`src/rtl/noc_input_port_if.sv`:
```
// Handshake bundle between an upstream link, the input-port FIFO and the switch allocator.
// master drives flits and consumes the head; slave is the input port itself.
interface noc_input_port_if #(
    parameter int DATASIZE = 40
);
    logic                in_valid;
    logic [DATASIZE-1:0] in_data;
    logic                full;
    logic [3:0]          label;
    logic [DATASIZE-1:0] data_out;
    logic                ready;
    logic [15:0]         flit_cnt;

    modport master (
        output in_valid, in_data, ready,
        input  full, label, data_out, flit_cnt
    );

    modport slave (
        input  in_valid, in_data, ready,
        output full, label, data_out, flit_cnt
    );
endinterface

```
`src/rtl/noc_input_port.sv`:
```
// NoC router input port: flit FIFO plus XY route label for the head flit.
// Optional accepted-flit counter is built only with INPORT_FLIT_CNT_EN defined.
module noc_input_port #(
    parameter int DEPTH    = 8,
    parameter int DATASIZE = 40,
    parameter int CUR_X    = 0,
    parameter int CUR_Y    = 0
) (
    input logic             clk,
    input logic             rst_n,
    noc_input_port_if.slave bus
);
    localparam int AW = $clog2(DEPTH);
    localparam logic [AW:0] CNT_FULL = DEPTH[AW:0];
    localparam logic [1:0] CX = CUR_X[1:0];
    localparam logic [1:0] CY = CUR_Y[1:0];

    logic [DATASIZE-1:0] mem [DEPTH];
    logic [AW-1:0]       wr_ptr;
    logic [AW-1:0]       rd_ptr;
    logic [AW:0]         count;
    logic                full_w;
    logic                empty;
    logic                push;
    logic                pop;
    logic [DATASIZE-1:0] head;
    logic [1:0]          dst_x;
    logic [1:0]          dst_y;

    assign full_w = (count == CNT_FULL);
    assign empty  = (count == '0);
    assign push   = bus.in_valid && !full_w;
    assign pop    = bus.ready && !empty;

    assign head  = mem[rd_ptr];
    assign dst_x = head[DATASIZE-5 -: 2];
    assign dst_y = head[DATASIZE-7 -: 2];

    assign bus.full     = full_w;
    assign bus.data_out = empty ? '0 : head;

    // Pointer and occupancy bookkeeping; push is already gated by full.
    always_ff @(posedge clk or negedge rst_n) begin
        if (!rst_n) begin
            wr_ptr <= '0;
            rd_ptr <= '0;
            count  <= '0;
        end else begin
            if (push) wr_ptr <= wr_ptr + 1'b1;
            if (pop)  rd_ptr <= rd_ptr + 1'b1;
            case ({push, pop})
                2'b10:   count <= count + 1'b1;
                2'b01:   count <= count - 1'b1;
                default: count <= count;
            endcase
        end
    end

    // Flit storage; contents are don't-care until counted valid.
    always_ff @(posedge clk) begin
        if (push) mem[wr_ptr] <= bus.in_data;
    end

    // XY route request for the head flit, X dimension resolved first.
    always_comb begin
        bus.label = 4'b1111;
        if (!empty) begin
            unique case (1'b1)
                (dst_x > CX):                 bus.label = 4'b0010;
                (dst_x < CX):                 bus.label = 4'b1000;
                (dst_x == CX) && (dst_y > CY): bus.label = 4'b0001;
                (dst_x == CX) && (dst_y < CY): bus.label = 4'b0100;
                default:                      bus.label = 4'b0000;
            endcase
        end
    end

`ifdef INPORT_FLIT_CNT_EN
    logic [15:0] flit_cnt_q;

    // Saturating count of accepted flits.
    always_ff @(posedge clk or negedge rst_n) begin
        if (!rst_n) begin
            flit_cnt_q <= '0;
        end else if (push && (flit_cnt_q != 16'hFFFF)) begin
            flit_cnt_q <= flit_cnt_q + 1'b1;
        end
    end

    assign bus.flit_cnt = flit_cnt_q;
`else
    assign bus.flit_cnt = '0;
`endif
endmodule

```
`src/flat_wrapper.sv`:
```
// flat-port wrapper written by rule: the top's interface ports become plain ports
module noc_input_port_flat 
#(
    parameter int DEPTH    = 8,
    parameter int DATASIZE = 40,
    parameter int CUR_X    = 0,
    parameter int CUR_Y    = 0
)
  (clk, rst_n, bus_in_valid, bus_in_data, bus_ready, bus_full, bus_label, bus_data_out, bus_flit_cnt);
  noc_input_port_if #(.DATASIZE(DATASIZE)) bus_i ();
  input logic clk;
  input logic rst_n;
  input wire logic [$bits(bus_i.in_valid)-1:0] bus_in_valid;
  input wire logic [$bits(bus_i.in_data)-1:0] bus_in_data;
  input wire logic [$bits(bus_i.ready)-1:0] bus_ready;
  output wire logic [$bits(bus_i.full)-1:0] bus_full;
  output wire logic [$bits(bus_i.label)-1:0] bus_label;
  output wire logic [$bits(bus_i.data_out)-1:0] bus_data_out;
  output wire logic [$bits(bus_i.flit_cnt)-1:0] bus_flit_cnt;
  assign bus_i.in_valid = bus_in_valid;
  assign bus_i.in_data = bus_in_data;
  assign bus_i.ready = bus_ready;
  assign bus_full = bus_i.full;
  assign bus_label = bus_i.label;
  assign bus_data_out = bus_i.data_out;
  assign bus_flit_cnt = bus_i.flit_cnt;
  noc_input_port #(.DEPTH(DEPTH), .DATASIZE(DATASIZE), .CUR_X(CUR_X), .CUR_Y(CUR_Y)) u_core (.clk(clk), .rst_n(rst_n), .bus(bus_i));
endmodule
```
`config.mk`:
```
export PLATFORM = sky130hd
export DESIGN_NAME = noc_input_port_flat
export DESIGN_NICKNAME = d
export VERILOG_FILES = /design/src/rtl/noc_input_port_if.sv /design/src/rtl/noc_input_port.sv /design/src/flat_wrapper.sv
export SDC_FILE = /design/constraint.sdc
export NUM_CORES = 1
export LEC_CHECK = 0
export ABC_AREA = 1
export CAP_MARGIN = 20
export CORE_MARGIN = 3
export CORE_UTILIZATION = 40
export CTS_BUF_LIST = sky130_fd_sc_hd__clkbuf_2 sky130_fd_sc_hd__clkbuf_4 sky130_fd_sc_hd__clkbuf_8
export DETAILED_ROUTE_END_ITERATION = 7
export PLACE_DENSITY_LB_ADDON = 0.05
export SLEW_MARGIN = 0
export SYNTH_ARGS = -nofsm -noshare
export SYNTH_HDL_FRONTEND = slang
export SYNTH_SLANG_ARGS = --single-unit
```
`constraint.sdc`:
```
create_clock -name clk -period 3.69 [get_ports clk]
set_input_delay 0.738 -clock clk [delete_from_list [all_inputs] [get_ports clk]]
set_output_delay 0.738 -clock clk [all_outputs]
set_load 0.02 [all_outputs]
```
Word-level counts from Yosys, hierarchy flattened
Memory sizes are Yosys's and may differ from the RTL's. Index checks and enable logic that the tools add are counted. W data, S select, Z words.

Eq/ne operators: 3. Multiplexer cells: 6. Reduce and logical (&&, ||, !) cells: 9. $lt $le $gt $ge: 4. $add $sub $neg: 4.

Operator list (count): $mux W40 (1); $pmux W4 S4 (1); $pmux W4 S2 (1); $add A3 B1 Y3 const B (2); $add A4 B1 Y4 const B (1); $eq A4 B4 Y1 const B (1); $gt A2 B1 Y1 const B (2); $logic_and A1 B1 Y1 (4); $logic_not A4 Y1 (1); $lt A2 B1 Y1 const B (2); $mux W4 (1); $sub A4 B1 Y4 const B (1); $eq A2 B1 Y1 const B (1); $eq A2 B2 Y1 const B (1); $logic_not A1 Y1 (2); $logic_not A2 Y1 (1); $mux W1 (2); $reduce_bool A2 Y1 (1).

Input bits: 44. Register bits after elaboration: 10. Logic and storage cells: 30. Memory bits (writable): 320. Memories kept: 1. Output and inout port bits: 61.

Memory list: u_core.mem (depth 8, bits a word 40, rd ports 1, clocked after Yosys merged registers in 0, write ports 1, line noc_input_port.sv:18) `logic [DATASIZE-1:0] mem [DEPTH];`.

Longest topological paths before layout
Depth in word-level cells: 5. Depth in mapped cells: 13. Depth with buffers taken out: 13.

Worst setup path before layout
No wires, ideal clock.

Path kind: input -> register. Start: input port bus_in_valid. End: memory u_core.mem[0][0] (enable). Cell stages on the path: 3. Setup time: 0.437 ns. Buffers on the path: 0. Data required time: 3.253 ns. Path slack: 0.398 ns. Data arrival time: 2.855 ns. Cells stage by stage: nand2_1 > or2_2 > nor2_1.

Cells in the longest elaborated chain, start to end: 3.

RTL lines: start, declared (line flat_wrapper.sv:13) `input wire logic [$bits(bus_i.in_valid)-1:0] bus_in_valid;`; $logic_and A1 B1 Y1 (line noc_input_port.sv:32) `assign push = bus.in_valid && !full_w;`; $mux W1 (line noc_input_port.sv:61) `if (push) mem[wr_ptr] <= bus.in_data;`; $mux W1 (not written as such) (line noc_input_port.sv:61); end, declared (line noc_input_port.sv:18).

Every way passes these cells.

Worst setup path in the final report
Start: register u_core.rd_ptr[1]. End: output port bus_data_out[12].

Cells in the longest elaborated chain, start to end: 2.

RTL lines: start, declared (line noc_input_port.sv:20) `logic [AW-1:0] rd_ptr;`; start signal, assigned (line noc_input_port.sv:50) `if (pop) rd_ptr <= rd_ptr + 1'b1;`; $mem_v2 Z8 W40; $mux W40 (line noc_input_port.sv:40) `assign bus.data_out = empty ? '0 : head;`; end, declared (line flat_wrapper.sv:18) `output wire logic [$bits(bus_i.data_out)-1:0] bus_data_out;`.

Every way passes these cells.

==> impl_metrics.json <==
{
  "grt_max_degree": 126,
  "timing.fmax_mhz": 284,
  "placed_cells": 1575,
  "post_synth.cell_area_avg_um2": 12.4,
  "r2r_end": "u_core.count[2]$_DFFE_PN0P_",
  "initial_core_util_pct": 41.0,
  "power_density_nw_per_um2": 864,
  "postLayoutCoreUtil_pct": 48.6,
  "rows": 66,
  "clock_sinks": 330,
  "port_buffers": 88,
  "synth_area_um2": 13500,
  "fp.dieW_um": 190,
  "regToRegSetupSlack_ns": 1.35,
  "drtIter0Drc": 474,
  "finClkSkew_ns": 0.0231,
  "clock_power_share_pct": 22.0,
  "ys_seq_elements": 330,
  "drive_gt1_share_pct": 10.4,
  "slew_violations": 0,
  "antenna_found_initial": 0,
  "relSlewSlack_pct": 60.8,
  "period_share_pct": 95.6,
  "setup.worst_path.end": "bus_data_out[12]",
  "instances_no_fill": 1675,
  "hpwl_um": 16300,
  "cts_buffer_depth": 3,
  "vias_per_cell": 5.03,
  "drc": 0,
  "fin_ws_ns": 0.164,
  "detailed_place.area_um2": 14800,
  "power.share.sequential_pct": 36.1,
  "drv_cap": 0,
  "yosys-top-cells-count": "edfxtp_1, nor2_1, o21ai_0",
  "outcome": "complete, no violations",
  "dieArea_um2": 35900,
  "synthFlopType": "edfxtp_1",
  "ant_nets": 0,
  "netlist-cell-type-count": 24,
  "yosys-top-cells-area": "edfxtp_1, nor2_1, o21ai_0, nand2_1, o211ai_1",
  "die_y_um": 190,
  "reg2reg_depth": 13,
  "cp-end-kind": "primary output",
  "cp_cell_sequence": "inv_2, buf_12, o21ai_0, o22ai_1, nor2_1, nor2_1, clkdlybuf4s50_1",
  "combPwrFrac_pct": 41.8,
  "pre_cts_ws_ns": 0.654,
  "finalWeightedCongestion": 0.726,
  "critical_path.max_stage_delay_ns": 0.65,
  "areaGrowthSynthToFinish_pct": 18.7,
  "crit_required_ns": 2.95,
  "ys.warnings.count": 0,
  "drt_wl_total_um": 32700,
  "switching_power_mw": 5.26,
  "hold_viol_final": 0,
  "wire_per_inst_um": 19.5,
  "tightest_slew_ns": 0.586,
  "timing.final.crit_period_ns": 3.53,
  "ctsHoldBuffers": 0,
  "worstPathArrival_ns": 2.79,
  "ir_drop_mv": 0.385,
  "p_int_mw": 8.56,
  "p_leak_nw": 5.64,
  "synth.most_common_cell": "edfxtp_1",
  "crit_start": "u_core.rd_ptr[1]$_DFFE_PN0P_",
  "drt_first_pass_iters": 5,
  "rsz0062_at_grt": "false",
  "worstSetupPathType": "flip-flop to primary output",
  "cts_tree": "yes",
  "yosys.area.top_type_share_pct": 71.3,
  "holdWs_ns": 0.529,
  "yosysSeqAreaShare_pct": 73.2,
  "syn_inst": 1089,
  "worstSkewPairLatency_ns": 0.57,
  "finalSetupViolations": 0,
  "ios": 105,
  "nets": 1242,
  "gr-total-overflow": 0,
  "grt_pass1_vias": 8432,
  "netSwitchingFraction_pct": 38.0,
  "vias": 8421,
  "synth_top_area_cell": "edfxtp_1",
  "worstSetupStartpointType": "flip-flop",
  "diodes": 0,
  "path_clk_slew_ns": 0.06,
  "synthArstFlopShare_pct": 3.03,
  "crit_top_cell": "nor2_1",
  "grt_usage_pct": 17.7,
  "slowest_stage": "clkdlybuf4s50_1",
  "finalPower_mw": 13.8,
  "final.setup.tns_ns": 0,
  "htree_num_levels": 2,
  "cts-root-buf": "clkbuf_8",
  "synth_edf_count": 320,
  "path_max_fanout": 45,
  "grt_first_pass_wirelength_um": 49400,
  "hp-class": "flip-flop to flip-flop",
  "core-area_um2": 32900,
  "fin_area_um2": 16000,
  "postCtsSetupRepairBufs": 0,
  "cts_buffers": 55,
  "r2r-start": "u_core.count[1]$_DFFE_PN0P_"
}
==> routing by layer <==
layer	share of wire [%]	GRT usage [%]	wire length (um)
met5	0	0	0
met3	4.8	3.30	1580
met2	46	28.2	14900
met1	48	25.3	15600
met4	1.7	4.61	570
==> layout by cell type, fill, tap and decap left out <==
| cell type | count |
|---|---|
| edfxtp_1 | 320 |
| nor2_1 | 267 |
| o21ai_0 | 124 |
| nand2_1 | 106 |
| clkdlybuf4s50_1 | 86 |
| clkbuf_8 | 57 |
| o211ai_1 | 37 |
| o22ai_1 | 36 |
| inv_1 | 35 |
| o21ai_1 | 26 |
| clkbuf_4 | 26 |
| nand3_1 | 17 |
| conb_1 | 16 |
| clkinv_1 | 12 |
| buf_12 | 11 |
| nor2_4 | 8 |
| buf_4 | 8 |
| dfrtp_1 | 7 |
| ha_1 | 5 |
| xor2_1 | 4 |
| a21oi_1 | 3 |
| clkbuf_16 | 3 |
| dfrtp_4 | 3 |
| xnor2_1 | 2 |
| dlymetal6s2s_1 | 2 |
| buf_16 | 2 |
| buf_6 | 2 |
| nand3_2 | 1 |
| inv_8 | 1 |
| inv_2 | 1 |
| nor2_2 | 1 |
| or2_2 | 1 |
| inv_6 | 1 |
| clkinvlp_4 | 1 |
| buf_8 | 1 |
==> power groups by stage <==
stage / Sequential, mW / Clock, mW / Combinational [mW]
CTS: 4.97 / 3.15 / 5.70
floorplan: 4.93 / 0 / 3.60
detailed placement: 5.04 / 0 / 5.68
global route: 5.04 / 3.34 / 6.40
finish: 4.99 / 3.04 / 5.78
global placement: 5.04 / 0 / 5.68
==> how the worst min path moves through the flow <==
stage / from / to / slack [ns] / cells past startpoint
final: u_core.count[0]$_DFFE_PN0P_ / u_core.count[0]$_DFFE_PN0P_ / 0.53 / 1
after detailed placement: u_core.count[0]$_DFFE_PN0P_ / u_core.count[0]$_DFFE_PN0P_ / 0.52 / 1
after floorplan: rst_n / u_core.count[0]$_DFFE_PN0P_ / 0.44 / 0
after global routing: rst_n / u_core.count[2]$_DFFE_PN0P_ / 0.55 / 1
after CTS: rst_n / u_core.count[2]$_DFFE_PN0P_ / 0.53 / 1
after global placement: u_core.count[0]$_DFFE_PN0P_ / u_core.count[0]$_DFFE_PN0P_ / 0.53 / 1
==> repair_timing <==
| action | in CTS | in global routing |
|---|---|---|
| gates resized for setup | 0 | 12 |
| setup endpoints to repair | 0 | 18 |
| hold endpoints to repair | 0 | 0 |
==> state kept, by name, indices dropped and copies added (netlist names) <==
| name | cells |
|---|---|
| u_core.count | 4 |
| u_core.rd_ptr | 3 |
| u_core.mem | 320 |
| u_core.wr_ptr | 3 |
==> cell families after synthesis <==
family	Yosys count	share of synthesized area [%]
other	1	0.0278
AOI/OAI and AO/OA	226	9.42
and+or+nand+nor	401	11.4
buffers and inverters	120	5.14
DFF	330	73.2
adders and majority gates	5	0.464
xor gates and xnor gates	6	0.390
==> final cells by class <==
type                    instances  area [um2]
clock inverters                14        61.3
clock buffers                  83         980
flip-flops and latches        330        9870
well taps                     442         553
fillers                      2949       16900
multi-input cells             654        3040
inverters                      37         146
repair buffers                115        1330
==> critical path, delay by kind of cell, from the launching register on <==
kind | cells | cell delay [ns]
DFF | 1 | 0.61
and+or+nand+nor | 2 | 0.29
AOI/OAI and AO/OA | 2 | 0.26
buffers and inverters | 3 | 1.03
Power figures use the tool's default switching activity.
